### config.mk
export PLATFORM = sky130hd
export DESIGN_NAME = byte_striping_nlane
export DESIGN_NICKNAME = d
export VERILOG_FILES = /design/src/rtl/phy_pkg.sv /design/src/rtl/stripe_out_stage.sv /design/src/rtl/byte_striping_nlane.sv
export SDC_FILE = /design/constraint.sdc
export NUM_CORES = 1
export LEC_CHECK = 0
export ABC_AREA = 1
export CAP_MARGIN = 10
export CELL_PAD_IN_SITES_DETAIL_PLACEMENT = 0
export CELL_PAD_IN_SITES_GLOBAL_PLACEMENT = 2
export CORE_MARGIN = 1
export CORE_UTILIZATION = 34
export CTS_BUF_LIST = sky130_fd_sc_hd__clkbuf_2 sky130_fd_sc_hd__clkbuf_4 sky130_fd_sc_hd__clkbuf_8
export DETAILED_ROUTE_END_ITERATION = 10
export PLACE_DENSITY = 0.86
export SLEW_MARGIN = 5
export SYNTH_ARGS = -nofsm -noshare
export SYNTH_HDL_FRONTEND = slang
export SYNTH_SLANG_ARGS = --single-unit
### constraint.sdc
create_clock -name clk_f -period 5.2 [get_ports clk_f]
set_input_delay 1.04 -clock clk_f [delete_from_list [all_inputs] [get_ports clk_f]]
set_output_delay 1.04 -clock clk_f [all_outputs]
set_load 0.01 [all_outputs]
### src/rtl/phy_pkg.sv
// Shared PHY transmit-path definitions: lane limits, pointer sizing and lane slicing.
package phy_pkg;

  // Widest striping configuration supported by the transmit path.
  localparam int LANES_MAX = 8;

  // Default lane word width; also the stride between lanes in a packed group.
  localparam int LANE_W_DEFAULT = 32;

  // Bits needed to index n slots, never less than one.
  function automatic int clog2(input int n);
    int r;
    r = 0;
    for (int i = 0; i < 31; i++) begin
      if ((1 << i) < n) begin
        r = i + 1;
      end else begin
        r = r;
      end
    end
    if (r < 1) begin
      r = 1;
    end else begin
      r = r;
    end
    return r;
  endfunction

  // Low bit of lane k inside a packed group of w-bit lanes.
  function automatic int lane_lsb(input int k, input int w);
    return k * w;
  endfunction

endpackage

### src/rtl/stripe_out_stage.sv
// Output register for one lane group: holds the group until it is consumed
// and counts consumed groups to produce the group sequence number.
module stripe_out_stage
  import phy_pkg::*;
#(
  parameter int DATA_W = LANE_W_DEFAULT,
  parameter int LANES  = 4,
  parameter int SEQ_W  = 8
) (
  input  logic                    i_clk,
  input  logic                    i_rst_n,
  input  logic                    i_load,
  input  logic [LANES*DATA_W-1:0] i_data,
  input  logic [LANES-1:0]        i_vld,
  input  logic                    i_ready,
  output logic                    o_valid,
  output logic [LANES*DATA_W-1:0] o_data,
  output logic [LANES-1:0]        o_vld,
  output logic [SEQ_W-1:0]        o_seq
);

  logic                    r_valid;
  logic [LANES*DATA_W-1:0] r_data;
  logic [LANES-1:0]        r_vld;
  logic [SEQ_W-1:0]        r_seq;
  logic                    w_consume;

  assign w_consume = r_valid && i_ready;

  // Group register: a new load wins over a consume so both can happen on one edge.
  always_ff @(posedge i_clk) begin
    if (!i_rst_n) begin
      r_valid <= 1'b0;
      r_data  <= '0;
      r_vld   <= '0;
    end else if (i_load) begin
      r_valid <= 1'b1;
      r_data  <= i_data;
      r_vld   <= i_vld;
    end else if (w_consume) begin
      r_valid <= 1'b0;
      r_data  <= '0;
      r_vld   <= '0;
    end else begin
      r_valid <= r_valid;
      r_data  <= r_data;
      r_vld   <= r_vld;
    end
  end

  // Sequence number advances once per consumed group and wraps naturally.
  always_ff @(posedge i_clk) begin
    if (!i_rst_n) begin
      r_seq <= '0;
    end else if (w_consume) begin
      r_seq <= r_seq + SEQ_W'(1);
    end else begin
      r_seq <= r_seq;
    end
  end

  assign o_valid = r_valid;
  assign o_data  = r_data;
  assign o_vld   = r_vld;
  assign o_seq   = r_seq;

endmodule

### src/rtl/byte_striping_nlane.sv
// N-lane round-robin word striper: collects LANES words into a group (or a
// shorter group on flush) and hands it to a held output stage.
module byte_striping_nlane
  import phy_pkg::*;
#(
  parameter int DATA_W = LANE_W_DEFAULT,
  parameter int LANES  = 4,
  parameter int SEQ_W  = 8
) (
  input  logic                    clk_f,
  input  logic                    reset_L,
  input  logic [DATA_W-1:0]       data_in,
  input  logic                    valid_in,
  output logic                    ready_in,
  input  logic                    flush_in,
  output logic [LANES*DATA_W-1:0] lanes_out,
  output logic [LANES-1:0]        valid_out,
  output logic                    group_valid,
  input  logic                    group_ready,
  output logic [SEQ_W-1:0]        group_seq
);

  localparam int PTR_W = clog2(LANES);
  localparam int CNT_W = PTR_W + 1;
  localparam logic [PTR_W-1:0] PTR_LAST = PTR_W'(LANES - 1);

  logic [PTR_W-1:0]              r_ptr;
  logic [LANES-1:0][DATA_W-1:0]  r_slot_data;
  logic [LANES-1:0]              r_slot_vld;
  logic                          r_flush_pend;

  logic                    w_out_free;
  logic                    w_accept;
  logic [CNT_W-1:0]        w_cnt_after;
  logic                    w_full_close;
  logic                    w_flush_req;
  logic                    w_close;
  logic [LANES*DATA_W-1:0] w_grp_data;
  logic [LANES-1:0]        w_grp_vld;

  // The output stage can take a group if it is empty or is being consumed now.
  assign w_out_free   = !group_valid || group_ready;
  // Only the word that would close a group waits on the output stage.
  assign ready_in     = (r_ptr != PTR_LAST) || w_out_free;
  assign w_accept     = valid_in && ready_in;
  assign w_cnt_after  = {1'b0, r_ptr} + {{PTR_W{1'b0}}, w_accept};
  assign w_full_close = w_accept && (r_ptr == PTR_LAST);
  assign w_flush_req  = r_flush_pend || flush_in;
  assign w_close      = w_full_close ||
                        (w_flush_req && (w_cnt_after != CNT_W'(0)) && w_out_free);

  // Assemble the closing group: stored slots plus this cycle's word; empty lanes read zero.
  always_comb begin
    w_grp_data = '0;
    w_grp_vld  = '0;
    for (int k = 0; k < LANES; k++) begin
      if (w_accept && (r_ptr == PTR_W'(k))) begin
        w_grp_data[lane_lsb(k, DATA_W) +: DATA_W] = data_in;
        w_grp_vld[k]                              = 1'b1;
      end else if (r_slot_vld[k]) begin
        w_grp_data[lane_lsb(k, DATA_W) +: DATA_W] = r_slot_data[k];
        w_grp_vld[k]                              = 1'b1;
      end else begin
        w_grp_data[lane_lsb(k, DATA_W) +: DATA_W] = {DATA_W{1'b0}};
        w_grp_vld[k]                              = 1'b0;
      end
    end
  end

  // Collector: write accepted words round-robin, empty on close, track pending flush.
  always_ff @(posedge clk_f) begin
    if (!reset_L) begin
      r_ptr        <= '0;
      r_slot_data  <= '0;
      r_slot_vld   <= '0;
      r_flush_pend <= 1'b0;
    end else if (w_close) begin
      r_ptr        <= '0;
      r_slot_vld   <= '0;
      r_flush_pend <= 1'b0;
    end else begin
      if (w_accept) begin
        r_slot_data[r_ptr] <= data_in;
        r_slot_vld[r_ptr]  <= 1'b1;
        r_ptr              <= r_ptr + PTR_W'(1);
      end
      // A flush against an empty collector is dropped rather than remembered.
      r_flush_pend <= w_flush_req && (w_cnt_after != CNT_W'(0));
    end
  end

  stripe_out_stage #(
    .DATA_W (DATA_W),
    .LANES  (LANES),
    .SEQ_W  (SEQ_W)
  ) u_out (
    .i_clk   (clk_f),
    .i_rst_n (reset_L),
    .i_load  (w_close),
    .i_data  (w_grp_data),
    .i_vld   (w_grp_vld),
    .i_ready (group_ready),
    .o_valid (group_valid),
    .o_data  (lanes_out),
    .o_vld   (valid_out),
    .o_seq   (group_seq)
  );

endmodule

==> results of run 1 <==
[final timing paths]
| kind | start | end | slack, ps | depth (start not counted) |
|---|---|---|---|---|
| max | group_ready | u_out.o_data[87] | 1640 | 14 |
| min | r_slot_data[107] | r_slot_data[107] | 420 | 2 |
| max reg2reg | r_ptr[1] | u_out.o_data[87] | 1970 | 13 |
| min reg2reg | r_slot_data[107] | r_slot_data[107] | 420 | 2 |
[area by class of cell]
cell class,instances,share of cell area (%)
clock buffers,73,5.89
clock inverters,4,0.200
inverters,86,2.16
multi-input cells,1173,37.4
flip-flops and latches,276,36.8
well taps,455,3.79
repair buffers,209,13.8
[through the flow]
stage	hold slack [ps]	worst slack [ps]	utilization, %
floorplan	407	2160	-
global placement	413	1050	40.4
detailed placement	416	1000	40.5
CTS	425	1630	43.1
global route	436	1400	43.1
finish	423	1640	43.1
[Yosys cell counts]
library cell	n
sky130_fd_sc_hd__nand2_1	345
sky130_fd_sc_hd__dfxtp_1	276
sky130_fd_sc_hd__nand4_1	230
sky130_fd_sc_hd__nor2_1	204
sky130_fd_sc_hd__a21oi_1	140
sky130_fd_sc_hd__nand3_1	133
sky130_fd_sc_hd__clkbuf_1	93
sky130_fd_sc_hd__inv_1	84
sky130_fd_sc_hd__buf_2	71
sky130_fd_sc_hd__o21ai_0	67
sky130_fd_sc_hd__o21ai_1	31
sky130_fd_sc_hd__ha_1	7
sky130_fd_sc_hd__buf_4	5
sky130_fd_sc_hd__nand3_2	4
sky130_fd_sc_hd__nor2_2	3
sky130_fd_sc_hd__buf_1	2
sky130_fd_sc_hd__inv_2	2
sky130_fd_sc_hd__nand3_4	2
sky130_fd_sc_hd__nor3b_1	2
sky130_fd_sc_hd__nand2_2	1
sky130_fd_sc_hd__nand2_4	1
sky130_fd_sc_hd__nand3b_1	1
sky130_fd_sc_hd__nor3_1	1
sky130_fd_sc_hd__xor2_1	1
[worst max-delay path: cells and delay by family]
family / cells / cell delay (ps)
AO/OA/AOI/OAI: 1 / 170
AND/OR/NAND/NOR: 7 / 1170
adder cells (fa/ha/maj): 2 / 450
buffers and inverters: 4 / 1120
[cell families after synthesis]
family / Yosys count / synth area share, %
and+or+nand+nor: 927 / 35.3
DFF: 276 / 45.3
buffers and inverters: 257 / 8.80
AOI/OAI and AO/OA: 238 / 9.77
adders and majority gates: 7 / 0.719
xor gates and xnor gates: 1 / 0.0719
[report_power, final]
group / internal [mW] / switching (mW) / total (mW) / leakage, nW
clock network: 1.08 / 0.889 / 1.96 / 0.489
registers: 2.21 / 0.0577 / 2.27 / 2.24
logic: 0.223 / 0.500 / 0.723 / 3.28
[state kept, by name (all words and copies together), names as in the netlist]
register	cells
u_out.o_valid	1
r_flush_pend	1
u_out.o_vld	4
r_slot_data	128
r_slot_vld	4
r_ptr	2
u_out.o_seq	8
u_out.o_data	128
[metal layers]
layer  GRT usage (%)  wire length, um  up-vias
met2            34.8            18700      439
met3            3.75             2810       66
met4            8.27             1270        0
met1            34.5            21200     5748
met5               0                0        -
li1                -                -     5966
==> qor.yml, run 1 <==
clock_tree:
  h-tree-depth: 2
  cts_inserted_buffers: 49
  cts_tree: "done"
  cts_root_buffer: "sky130_fd_sc_hd__clkbuf_8"
  ctsResizeCount: 0
  path_clk_slew_ps: 60
  holdBufCountCts: 0
  cts_post_setup_buffers_inserted: 0
  cts.path.max_buffers: 3
  tritoncts_num_sinks: 276
  worst_skew_pair.late_latency_ps: 580
layout:
  layout.cells.most_common: "sky130_fd_sc_hd__nand2_1"
  layout_common_cells: "344 x sky130_fd_sc_hd__nand2_1, 276 x sky130_fd_sc_hd__dfxtp_1, 230 x sky130_fd_sc_hd__nand4_1"
  final_antenna_diode_count: 0
  layout.area.seq_mm2: 0.00553
  ratio_of_cells_with_drive_above_1_in_the_final_layout_pct: 6.81
  layout.filler_cells: 3675
  multi_input_area_mm2: 0.00562
  finalNonFillerCells: 2276
  flow.area_growth_from_synthesis_pct: 23.3
  final_nets: 1839
  final_design_area_no_fill_mm2: 0.0150
logic_synthesis:
  flip_flop_and_latch_count_after_synthesis: 276
  post_synth_num_cell_types: 24
  yosys-top-cells-area: "sky130_fd_sc_hd__dfxtp_1 45%, sky130_fd_sc_hd__nand4_1 12%, sky130_fd_sc_hd__nand2_1 11%"
  synth_nets: 1750
  synthesis.instances: 1706
  synth_top_area_share_pct: 45.3
  synth_sequential_area_ratio_pct: 45.3
  post_synth_instance_area_mm2: 0.0122
  yosys.area.top_type: "sky130_fd_sc_hd__dfxtp_1"
  syn_area_per_cell_um2: 7.14
  ys_warn_count: 0
detailed_routing:
  route.detailed.drc: 0
  routed_via_density: 5.37
  drtPass1Iterations: 5
  first_iter_violations: 1025
  dr_total_vias: 12200
  route.final.wire_length_um: 43900
  detail-route-antenna-nets: 0
  route.detailed.wl_per_inst_um: 19.3
placement:
  detailed_place.area_mm2: 0.0141
  placedCellCount: 2199
  finalWeightedCongestion: 0.804
  numPortBuffers: 178
  detailed_place_hpwl_um: 26200
timing:
  final-max-slew-violation-count: 0
  finalSetupViolations: 0
  skew_ps: 31.8
  hold_violations_final: 0
  layout_min_cycle_time_ps: 3560
  peak_freq_mhz: 281
  transition_at_the_pin_with_the_smallest_max_transition_slack_ps: 980
  grt_setup_unrepaired: "false"
  tns_ps: 0
  fin_crit_sh_pct: 68.5
  relSlewSlack_pct: 34.7
setup_path:
  critPathCaptureType: "flop"
  element_type_at_the_critical_path_start: "primary input"
  path_max_fanout: 93
  worst-setup-path-type: "primary input to flop"
  critPathSlowestCell: "sky130_fd_sc_hd__clkdlybuf4s50_1"
  required_time_of_the_critical_path_ps: 5710
  critical_path.max_stage_delay_ps: 510
  cp_data_arrival_time_ps: 4080
  crit_path_cell_chain: "clkdlybuf4s50_1 > inv_2 > nand3_4 > nand2_1 > inv_1 > ha_1 > ha_1 > nor2_1 > nand2_1 > nand3_4 > nand2_8 > buf_12 > nand3_1 > a21oi_1"
die:
  start_util_pct: 34.9
  fp-row-count: 68
  die_x_um: 191
  die-height_um: 191
  top_level_ports: 179
  coreArea_mm2: 0.0349
  design.die.area_mm2: 0.0366
grt:
  antenna_violations_before_repair: 0
  groute.usage.overall_pct: 23.6
  global_route_wire_length_before_repair_um: 66900
  grt_pass1_vias: 11100
  grt.overflow.total: 0
  grt_start_max_net_pins: 135
status:
  status: "completed"
power_and_ir_drop:
  irDropWorstVdd_mv: 0.160
  p_total_mw: 4.95
  leakage_nw: 6.01
  p_per_area_mw_per_mm2: 330
job:
  max_cap_violations: 0
hold_path:
  min_path_type: "flop to flop"
No activity file was read; power rests on OpenSTA's default activity.
==> run 2, diff against run 1 <==
Settings changed: CORE_UTILIZATION 34 to 28, PLACE_DENSITY 0.86 to 0.76.
Clock period 5.2 ns to 2.9 ns, I/O delays scaled along.
==> run 2 against run 1 <==
  * Worst setup slack lost 1300 ps
  * Largest cell class unchanged
  * Largest power group unchanged
  * First-iteration DRC count shrank 3.5%
  * Register-to-register slack lost 1600 ps
  * Final area grew 4.6%
  * Core utilization shrank 6.5 points
  * Clock skew shrank 9.3 ps
  * Critical endpoint is now u_out.o_data[81]
==> qor.yml, run 2 (synthesis gave the netlist of run 1 again) <==
grt:
  antenna_violations_before_repair: 0  # unchanged
  grt_start_max_net_pins: 101  # -25%
  global_route_wire_length_before_repair_um: 72400  # +8.1%
  groute.usage.overall_pct: 21.4  # -2.3 points
  grt_pass1_vias: 11600  # +3.7%
  grt.overflow.total: 0  # unchanged
timing:
  fin_crit_sh_pct: 87.5
  final-max-slew-violation-count: 0  # unchanged
  peak_freq_mhz: 394
  finalSetupViolations: 0  # unchanged
  holdWs_ps: 415  # -8.38 ps
  layout_min_cycle_time_ps: 2540
  relSlewSlack_pct: 59.7  # +25 points
  transition_at_the_pin_with_the_smallest_max_transition_slack_ps: 604  # -376 ps
  tns_ps: 0  # unchanged
  hold_violations_final: 0  # unchanged
  skew_ps: 22.5  # -9.28 ps
  grt_setup_unrepaired: "false"
job:
  max_cap_violations: 0  # unchanged
hold_path:
  min_path_type: "primary input to flop"
  whs_path_depth: 5  # +3
  hold-path-endpoint: "r_ptr[0]"
  hp-start: "valid_in"
placement:
  finalWeightedCongestion: 0.784  # -2.5%
  placedCellCount: 2364  # +7.5%
  numPortBuffers: 178  # unchanged
  detailed_place_hpwl_um: 29500  # +12%
layout:
  layout.filler_cells: 4610  # +25%
  final_util_pct: 36.6  # -6.5 points
  multi_input_area_mm2: 0.00562  # unchanged
  final_nets: 1875  # +2.0%
  layout.area.seq_mm2: 0.00553  # unchanged
  flow.area_growth_from_synthesis_pct: 28.9
  final_antenna_diode_count: 0  # unchanged
  finalNonFillerCells: 2446  # +7.5%
  layout_common_cells: "344 x sky130_fd_sc_hd__nand2_1, 276 x sky130_fd_sc_hd__dfxtp_1, 230 x sky130_fd_sc_hd__nand4_1"
  ratio_of_cells_with_drive_above_1_in_the_final_layout_pct: 8.81  # +2.0 points
  layout.cells.most_common: "sky130_fd_sc_hd__nand2_1"
detailed_routing:
  routed_via_density: 5.03  # -6.3%
  route.detailed.wl_per_inst_um: 19.5  # +1.2%
  route.detailed.drc: 0  # unchanged
  drtPass1Iterations: 5  # unchanged
  detail-route-antenna-nets: 0  # unchanged
  route.final.wire_length_um: 47800  # +8.7%
  first_iter_violations: 989  # -3.5%
  dr_total_vias: 12300  # +0.72%
setup_path:
  required_time_of_the_critical_path_ps: 3430  # -2280 ps
  path_max_fanout: 35  # -62%
  critPathCaptureType: "flop"
  reg2reg_slack_ps: 360  # -1610 ps
  worstReg2RegEnd: "u_out.o_data[81]"
  cp_data_arrival_time_ps: 3060  # -1020 ps
  element_type_at_the_critical_path_start: "flop"
  worst-r2r-cell-count: 13  # unchanged
  worst-setup-path-type: "flop to flop"
  reg2reg_launch_point: "r_ptr[0]"
clock_tree:
  tritoncts_num_sinks: 276  # unchanged
  path_clk_slew_ps: 60  # about the same
  cts_inserted_buffers: 50  # +2.0%
  cts_tree: "done"
  cts_root_buffer: "sky130_fd_sc_hd__clkbuf_8"
  cts.path.max_buffers: 3  # unchanged
  worst_skew_pair.late_latency_ps: 620  # +40 ps
  h-tree-depth: 2  # unchanged
die:
  top_level_ports: 179  # unchanged
  die-height_um: 211  # +10%
  fp-row-count: 76  # +12%
  start_util_pct: 28.4  # -6.6 points
  design.die.area_mm2: 0.0444  # +21%
  die_x_um: 211  # +10%
  coreArea_mm2: 0.0430  # +23%
power_and_ir_drop:
  p_total_mw: 9.23  # +86%
  irDropWorstVdd_mv: 0.253  # +59%
  leakage_nw: 6.27  # +4.4%
  p_per_area_mw_per_mm2: 588  # +78%
status:
  status: "completed"
==> run 2: layout make-up <==
| class | count | area share (%) |
|---|---|---|
| repair buffers | 244 | 16.2 |
| flip-flops and latches | 276 | 35.2 |
| clock inverters | 4 | 0.199 |
| multi-input cells | 1173 | 35.7 |
| inverters | 86 | 2.07 |
| well taps | 585 | 4.66 |
| clock buffers | 78 | 5.96 |
==> run 2: worst max-delay path, cell delays in order, from the launching register on <==
cell	delay, ps
sky130_fd_sc_hd__dfxtp_1	420
sky130_fd_sc_hd__ha_1	300
sky130_fd_sc_hd__nand3_4	90
sky130_fd_sc_hd__nand2_1	90
sky130_fd_sc_hd__inv_1	60
sky130_fd_sc_hd__ha_1	180
sky130_fd_sc_hd__ha_1	270
sky130_fd_sc_hd__nor2_1	30
sky130_fd_sc_hd__nand2_1	110
sky130_fd_sc_hd__nand3_4	120
sky130_fd_sc_hd__nand2_8	220
sky130_fd_sc_hd__buf_12	220
sky130_fd_sc_hd__nand3_1	140
sky130_fd_sc_hd__a21oi_1	160
==> run 2: through the flow <==
step / instance area (um2) / setup slack [ps]
final: 15700 / 363
after CTS: 15700 / 59.9
after global routing: 15700 / 106
after floorplan: 12200 / 312
after detailed placement: 14700 / -126
after global placement: 14700 / -129
==> run 2: timing repair <==
action,in CTS,in global routing
resized for setup,0,1
hold buffers,0,0
hold endpoints to repair,0,0
setup buffers,0,0
endpoints found under the setup margin,0,1
==> run 2: power by group <==
group | leakage (nW) | switching, mW | total [mW] | internal, mW
Sequential | 2.24 | 0.0889 | 4.05 | 3.96
Clock | 0.509 | 1.68 | 3.70 | 2.03
Combinational | 3.53 | 0.961 | 1.48 | 0.519
==> run 2: how the worst max path moves through the flow <==
stage	start	to
after floorplan	r_ptr[0]	r_slot_data[11]
after global placement	group_ready	u_out.o_data[58]
after detailed placement	group_ready	u_out.o_data[1]
after CTS	r_ptr[0]	ready_in
after global routing	r_ptr[0]	r_slot_data[6]
final	r_ptr[0]	u_out.o_data[81]
==> run 2: routing by layer <==
layer	vias up	part of all wire (%)	global-route usage (%)
met1	5828	45	29.0
met2	358	45	33.0
met3	79	5.8	3.79
li1	6042	-	-
met5	-	0	0
met4	0	3.7	9.42
